## src/rtl/irq_ctx_stack.sv

```systemverilog
// Interrupt context store: threshold CSR plus a LIFO of {return pc, previous threshold}.
// Latency: CSR read data and top-of-stack are combinational; writes, push and pop land at the next posedge.
// Backpressure: none; push when full and pop when empty are dropped (optional sticky err via CTX_STACK_ERR_EN).
module irq_ctx_stack #(
  parameter int                   StackDepth  = 8,
  parameter int                   PrioWidth   = $clog2(StackDepth),
  parameter int                   PcWidth     = 16,
  parameter logic [11:0]          ThreshAddr  = 12'h347,
  parameter logic [11:0]          DepthAddr   = 12'h350,
  parameter logic [PrioWidth-1:0] ThreshReset = '0
) (
  input  logic                                i_clk,
  input  logic                                i_reset,
  input  logic                                i_csr_enable,
  input  logic [11:0]                         i_csr_addr,
  input  logic [4:0]                          i_rs1_zimm,
  input  logic [31:0]                         i_rs1_data,
  input  logic [2:0]                          i_csr_op,
  input  logic                                i_ext_write_enable,
  input  logic [PrioWidth-1:0]                i_ext_data,
  input  logic                                i_push,
  input  logic                                i_pop,
  input  logic [PcWidth-1:0]                  i_pc_in,
  output logic [31:0]                         o_out,
  output logic [PrioWidth-1:0]                o_thresh,
  output logic [PcWidth+PrioWidth-1:0]        o_data_out,
  output logic [$clog2(StackDepth+1)-1:0]     o_index_out
`ifdef CTX_STACK_ERR_EN
  ,
  output logic                                o_err
`endif
);

  localparam int IdxW  = $clog2(StackDepth + 1);
  localparam int AddrW = $clog2(StackDepth);
  localparam int EntW  = PcWidth + PrioWidth;

  logic [PrioWidth-1:0] r_thresh;
  logic [IdxW-1:0]      r_index;
  logic [EntW-1:0]      r_mem [StackDepth];

  logic [31:0]      w_src;
  logic [31:0]      w_old;
  logic [31:0]      w_new;
  logic             w_sw_we;
  logic             w_empty;
  logic             w_full;
  logic             w_replace;
  logic             w_push_only;
  logic             w_pop_only;
  logic             w_wr_en;
  logic [IdxW-1:0]  w_idx_m1;
  logic [AddrW-1:0] w_top;
  logic [AddrW-1:0] w_wr_idx;
  logic [EntW-1:0]  w_entry;
  logic [31:0]      w_out;

  // Immediate forms take the zero-extended 5-bit field, register forms take rs1 data.
  assign w_src = i_csr_op[2] ? {27'd0, i_rs1_zimm} : i_rs1_data;
  assign w_old = {{(32 - PrioWidth){1'b0}}, r_thresh};

  // Decode the software threshold update; set/clear with x0/zero immediate must not write.
  always_comb begin
    w_sw_we = 1'b0;
    w_new   = w_old;
    case (i_csr_op[1:0])
      2'b01: begin
        w_sw_we = 1'b1;
        w_new   = w_src;
      end
      2'b10: begin
        w_sw_we = (i_rs1_zimm != 5'd0);
        w_new   = w_old | w_src;
      end
      2'b11: begin
        w_sw_we = (i_rs1_zimm != 5'd0);
        w_new   = w_old & ~w_src;
      end
      default: begin
        w_sw_we = 1'b0;
        w_new   = w_old;
      end
    endcase
    if (!(i_csr_enable && (i_csr_addr == ThreshAddr))) begin
      w_sw_we = 1'b0;
    end
  end

  // Threshold register; the hardware write path overrides a same-cycle software write.
  always_ff @(posedge i_clk or negedge i_reset) begin
    if (!i_reset) begin
      r_thresh <= ThreshReset;
    end else if (i_ext_write_enable) begin
      r_thresh <= i_ext_data;
    end else if (w_sw_we) begin
      r_thresh <= w_new[PrioWidth-1:0];
    end
  end

  assign w_empty     = (r_index == '0);
  assign w_full      = (r_index == IdxW'(StackDepth));
  assign w_idx_m1    = r_index - IdxW'(1);
  assign w_top       = w_idx_m1[AddrW-1:0];
  // push+pop on a non-empty stack swaps the top entry in place.
  assign w_replace   = i_push && i_pop && !w_empty;
  assign w_push_only = i_push && !w_replace && !w_full;
  assign w_pop_only  = i_pop && !i_push && !w_empty;
  assign w_wr_en     = w_replace || w_push_only;
  assign w_wr_idx    = w_replace ? w_top : r_index[AddrW-1:0];
  // The saved priority is the threshold before any same-cycle write.
  assign w_entry     = {i_pc_in, r_thresh};

  // Stack storage and depth counter.
  always_ff @(posedge i_clk or negedge i_reset) begin
    if (!i_reset) begin
      r_index <= '0;
      for (int i = 0; i < StackDepth; i++) begin
        r_mem[i] <= '0;
      end
    end else begin
      if (w_wr_en) begin
        r_mem[w_wr_idx] <= w_entry;
      end
      if (w_push_only) begin
        r_index <= r_index + IdxW'(1);
      end else if (w_pop_only) begin
        r_index <= w_idx_m1;
      end
    end
  end

`ifdef CTX_STACK_ERR_EN
  logic r_err;

  // Sticky flag for pushes into a full stack or pops from an empty one.
  always_ff @(posedge i_clk or negedge i_reset) begin
    if (!i_reset) begin
      r_err <= 1'b0;
    end else if ((i_push && !i_pop && w_full) || (i_pop && !i_push && w_empty)) begin
      r_err <= 1'b1;
    end
  end

  assign o_err = r_err;
`endif

  // CSR read mux, returning pre-write values independent of csr_enable.
  always_comb begin
    w_out = '0;
    if (i_csr_addr == ThreshAddr) begin
      w_out[PrioWidth-1:0] = r_thresh;
    end else if (i_csr_addr == DepthAddr) begin
      w_out[IdxW-1:0] = r_index;
`ifdef CTX_STACK_ERR_EN
      w_out[31] = r_err;
`endif
    end
  end

  assign o_out       = w_out;
  assign o_thresh    = r_thresh;
  assign o_index_out = r_index;
  assign o_data_out  = w_empty ? '0 : r_mem[w_top];

endmodule

```

## config.mk

```make
export PLATFORM = sky130hd
export DESIGN_NAME = irq_ctx_stack
export DESIGN_NICKNAME = d
export VERILOG_FILES = /design/src/rtl/irq_ctx_stack.sv
export SDC_FILE = /design/constraint.sdc
export NUM_CORES = 1
export LEC_CHECK = 0
export CORE_MARGIN = 1.5
export CORE_UTILIZATION = 27
export DETAILED_ROUTE_END_ITERATION = 6
export SLEW_MARGIN = 20
export SYNTH_ARGS = -nofsm -noshare
export SYNTH_HDL_FRONTEND = slang
export SYNTH_SLANG_ARGS = --single-unit
```

## constraint.sdc

```tcl
create_clock -name i_clk -period 4.1 [get_ports i_clk]
set_clock_uncertainty 0.05 [all_clocks]
set_input_delay 1.23 -clock i_clk [delete_from_list [all_inputs] [get_ports i_clk]]
set_output_delay 1.23 -clock i_clk [all_outputs]
set_load 0.02 [all_outputs]
```

==> flow_summary.json <==
{
  "status": "completed",
  "critical_path_class": "input pin to output port",
  "arrival_ns": 2.77,
  "rsz0062_at_grt": "no",
  "drt_wl_total_um": 18700,
  "yosys_warnings": 0,
  "synth_area_leaders": "dfrtp_1 (49%), mux4_2 (11%), mux2_2 (10%)",
  "place_inst": 1025,
  "vias_per_cell": 4.62,
  "grt_pass1_vias": 5163,
  "cts_buffer_depth": 2,
  "die_x_um": 177,
  "path_max_fanout": 4,
  "cts_hold_buf": 0,
  "antenna_found_initial": 1,
  "powerDensity_mw_per_mm2": 898,
  "fp.dieH_um": 177,
  "fillers": 2923,
  "setup.worst_path.start_class": "input pin",
  "slowest_delay_ns": 0.55,
  "dieArea_mm2": 0.0312,
  "syn_avg_cell_area_um2": 14.6,
  "drive_above_1_share": 0.376,
  "critPathRequiredTime_ns": 2.82,
  "synthCells": 557,
  "numCtsBuffers": 17,
  "cts_max_level": 4,
  "leakagePower_uw": 0.00435,
  "num_rows": 63,
  "cts_sinks": 159,
  "grt_pass1_wl_um": 29600,
  "grt_overflow_total": 0,
  "netlist_area_mm2": 0.00814,
  "synth_edf_count": 0,
  "hold_viol": 0,
  "drtPass1Iterations": 4,
  "ant_nets": 0,
  "drcViolationCount": 0,
  "seq_area_frac_synth": 0.489,
  "dpl.hpwl_um": 11600,
  "ys_ff_latch": 159,
  "wire_per_inst_um": 17.6,
  "crit_chain": "clkdlybuf4s50_1, or4b_4, nor3_2, buf_4, and2_1, buf_4",
  "drv_slew": 0,
  "slew_headroom": 0.434,
  "track_usage": 0.125,
  "synth_top_area_cell": "dfrtp_1",
  "core-area_mm2": 0.0296,
  "mostFrequentLayoutCells": "dfrtp_1 (158), mux2_2 (75), clkdlybuf4s50_1 (66)",
  "n_antenna_cell": 0,
  "ys.flop_type": "dfrtp_1",
  "drt-initial-drc-count": 200,
  "finalCritPeriodShare": 0.989,
  "grt_max_degree": 93,
  "critPathCaptureType": "output port",
  "drv_cap": 0,
  "crit_slowest_cell": "or4b_4",
  "cts_tree": "built",
  "synth_top_area_share": 0.489,
  "io_buffers": 77,
  "cpMostUsedCell": "buf_4",
  "io_pins": 135,
  "final_nets": 738,
  "period_minus_slack_ns": 4.05,
  "dr_total_vias": 4907,
  "stdcell_count": 1062,
  "place_congestion": 0.710,
  "initial_core_util": 0.275,
  "final_common_cell": "dfrtp_1",
  "syn_to_final_growth_pct": 24.8,
  "max_freq_ghz": 0.247,
  "path_clk_slew_ns": 0.06,
  "setup_viol": 0,
  "hp-class": "register to register",
  "synthArstFlopShare": 1.00,
  "tightest_slew_ns": 0.849,
  "hold_ws_ns": 0.428,
  "ir_drop_uv": 338,
  "cts-root-buf": "clkbuf_16",
  "clk_latency_ns": 0.42,
  "synth_cell_types": 54
}
## flip-flops by register name, indices dropped and copies added (netlist names)
| signal | flops |
|---|---|
| o_index_out | 4 |
| o_thresh | 3 |
| r_mem | 152 |
## synthesized netlist by cell type (all sizes together), types with 2 or more instances
library cell	count
xor2	2
o21ai	4
and2	4
nand2	48
nor2b	3
inv	5
mux2i	7
mux2	155
dfrtp	159
ha	2
a21oi	21
buf	47
clkbuf	10
mux4	38
or3	2
nor3	3
a31oi	2
o22ai	2
nand3b	2
o211ai	7
a211oi	5
xnor2	2
or4b	2
a22o	3
nand3	4
## cell type report
cell class / count / area (µm²) / share of cell area
flip-flops and latches: 159 / 3980 / 0.392
multi-input cells: 363 / 3920 / 0.386
repair buffers: 113 / 1110 / 0.110
well taps: 390 / 488 / 0.0481
clock buffers: 20 / 457 / 0.0450
clock inverters: 12 / 181 / 0.0179
inverters: 5 / 18.8 / 0.00185
## stage by stage
step / setup WS (ns) / utilization / power (µW) / area [µm²] / setup TNS, ns
6_report: 0.0466 / 0.343 / 9120 / 10200 / 0
3_3_place_gp: -0.618 / 0.318 / 7340 / 9410 / -2.45
4_1_cts: 0.0171 / 0.340 / 9200 / 10100 / 0
5_1_grt: 0.000366 / 0.343 / 9660 / 10200 / 0
2_1_floorplan: 0.210 / - / 5830 / 8240 / 0
3_5_place_dp: -0.603 / 0.318 / 7420 / 9410 / -2.39
## path summary, 6_finish.rpt
check | from | to | slack (ns) | cells past startpoint
setup / recovery | i_csr_addr[7] | o_out[3] | 0.05 | 6
hold / removal | r_mem[50]$_DFFE_PN0P_ | r_mem[50]$_DFFE_PN0P_ | 0.43 | 1
setup reg to reg | o_index_out[0]$_DFFE_PN0P_ | r_mem[92]$_DFFE_PN0P_ | 1.27 | 9
hold reg to reg | r_mem[50]$_DFFE_PN0P_ | r_mem[50]$_DFFE_PN0P_ | 0.43 | 1
max in group asynchronous | i_reset | r_mem[3]$_DFFE_PN0P_ | 2.36 | 2
min in group asynchronous | i_reset | r_mem[126]$_DFFE_PN0P_ | 0.84 | 1
## where the power goes
group | internal (µW) | total (µW) | switching [µW]
combinational | 2540 | 4660 | 2120
sequential | 2350 | 2750 | 407
clock | 1060 | 1700 | 643
## critical path, delay by kind of cell
family / cells / cell delay [ns]
AND/OR/NAND/NOR: 3 / 0.86
buffers and inverters: 3 / 0.68
## layer usage
metal | routed length, µm | GRT usage
met5 | 17 | 0
met4 | 279 | 0.0431
met3 | 990 | 0.0314
met2 | 8850 | 0.198
met1 | 8540 | 0.165
## cell families (layout without fill, tap and decap cells)
group                      count (synthesis)  in the layout  synth area share
DFF                                      159            159             0.489
adders and majority gates                  2              2           0.00308
AOI/OAI and AO/OA                         51             51            0.0552
buffers and inverters                     62            150            0.0504
other                                      1             28          0.000461
and+or+nand+nor                           78             78            0.0492
muxes                                    200            200             0.348
xor gates and xnor gates                   4              4           0.00431
## what timing repair did
item	4_1_cts	5_1_grt
setup endpoints to repair	23	12
buffers inserted	1	4
pin swaps	1	5
resized for setup	28	7
(Power assumes the default switching activity.)
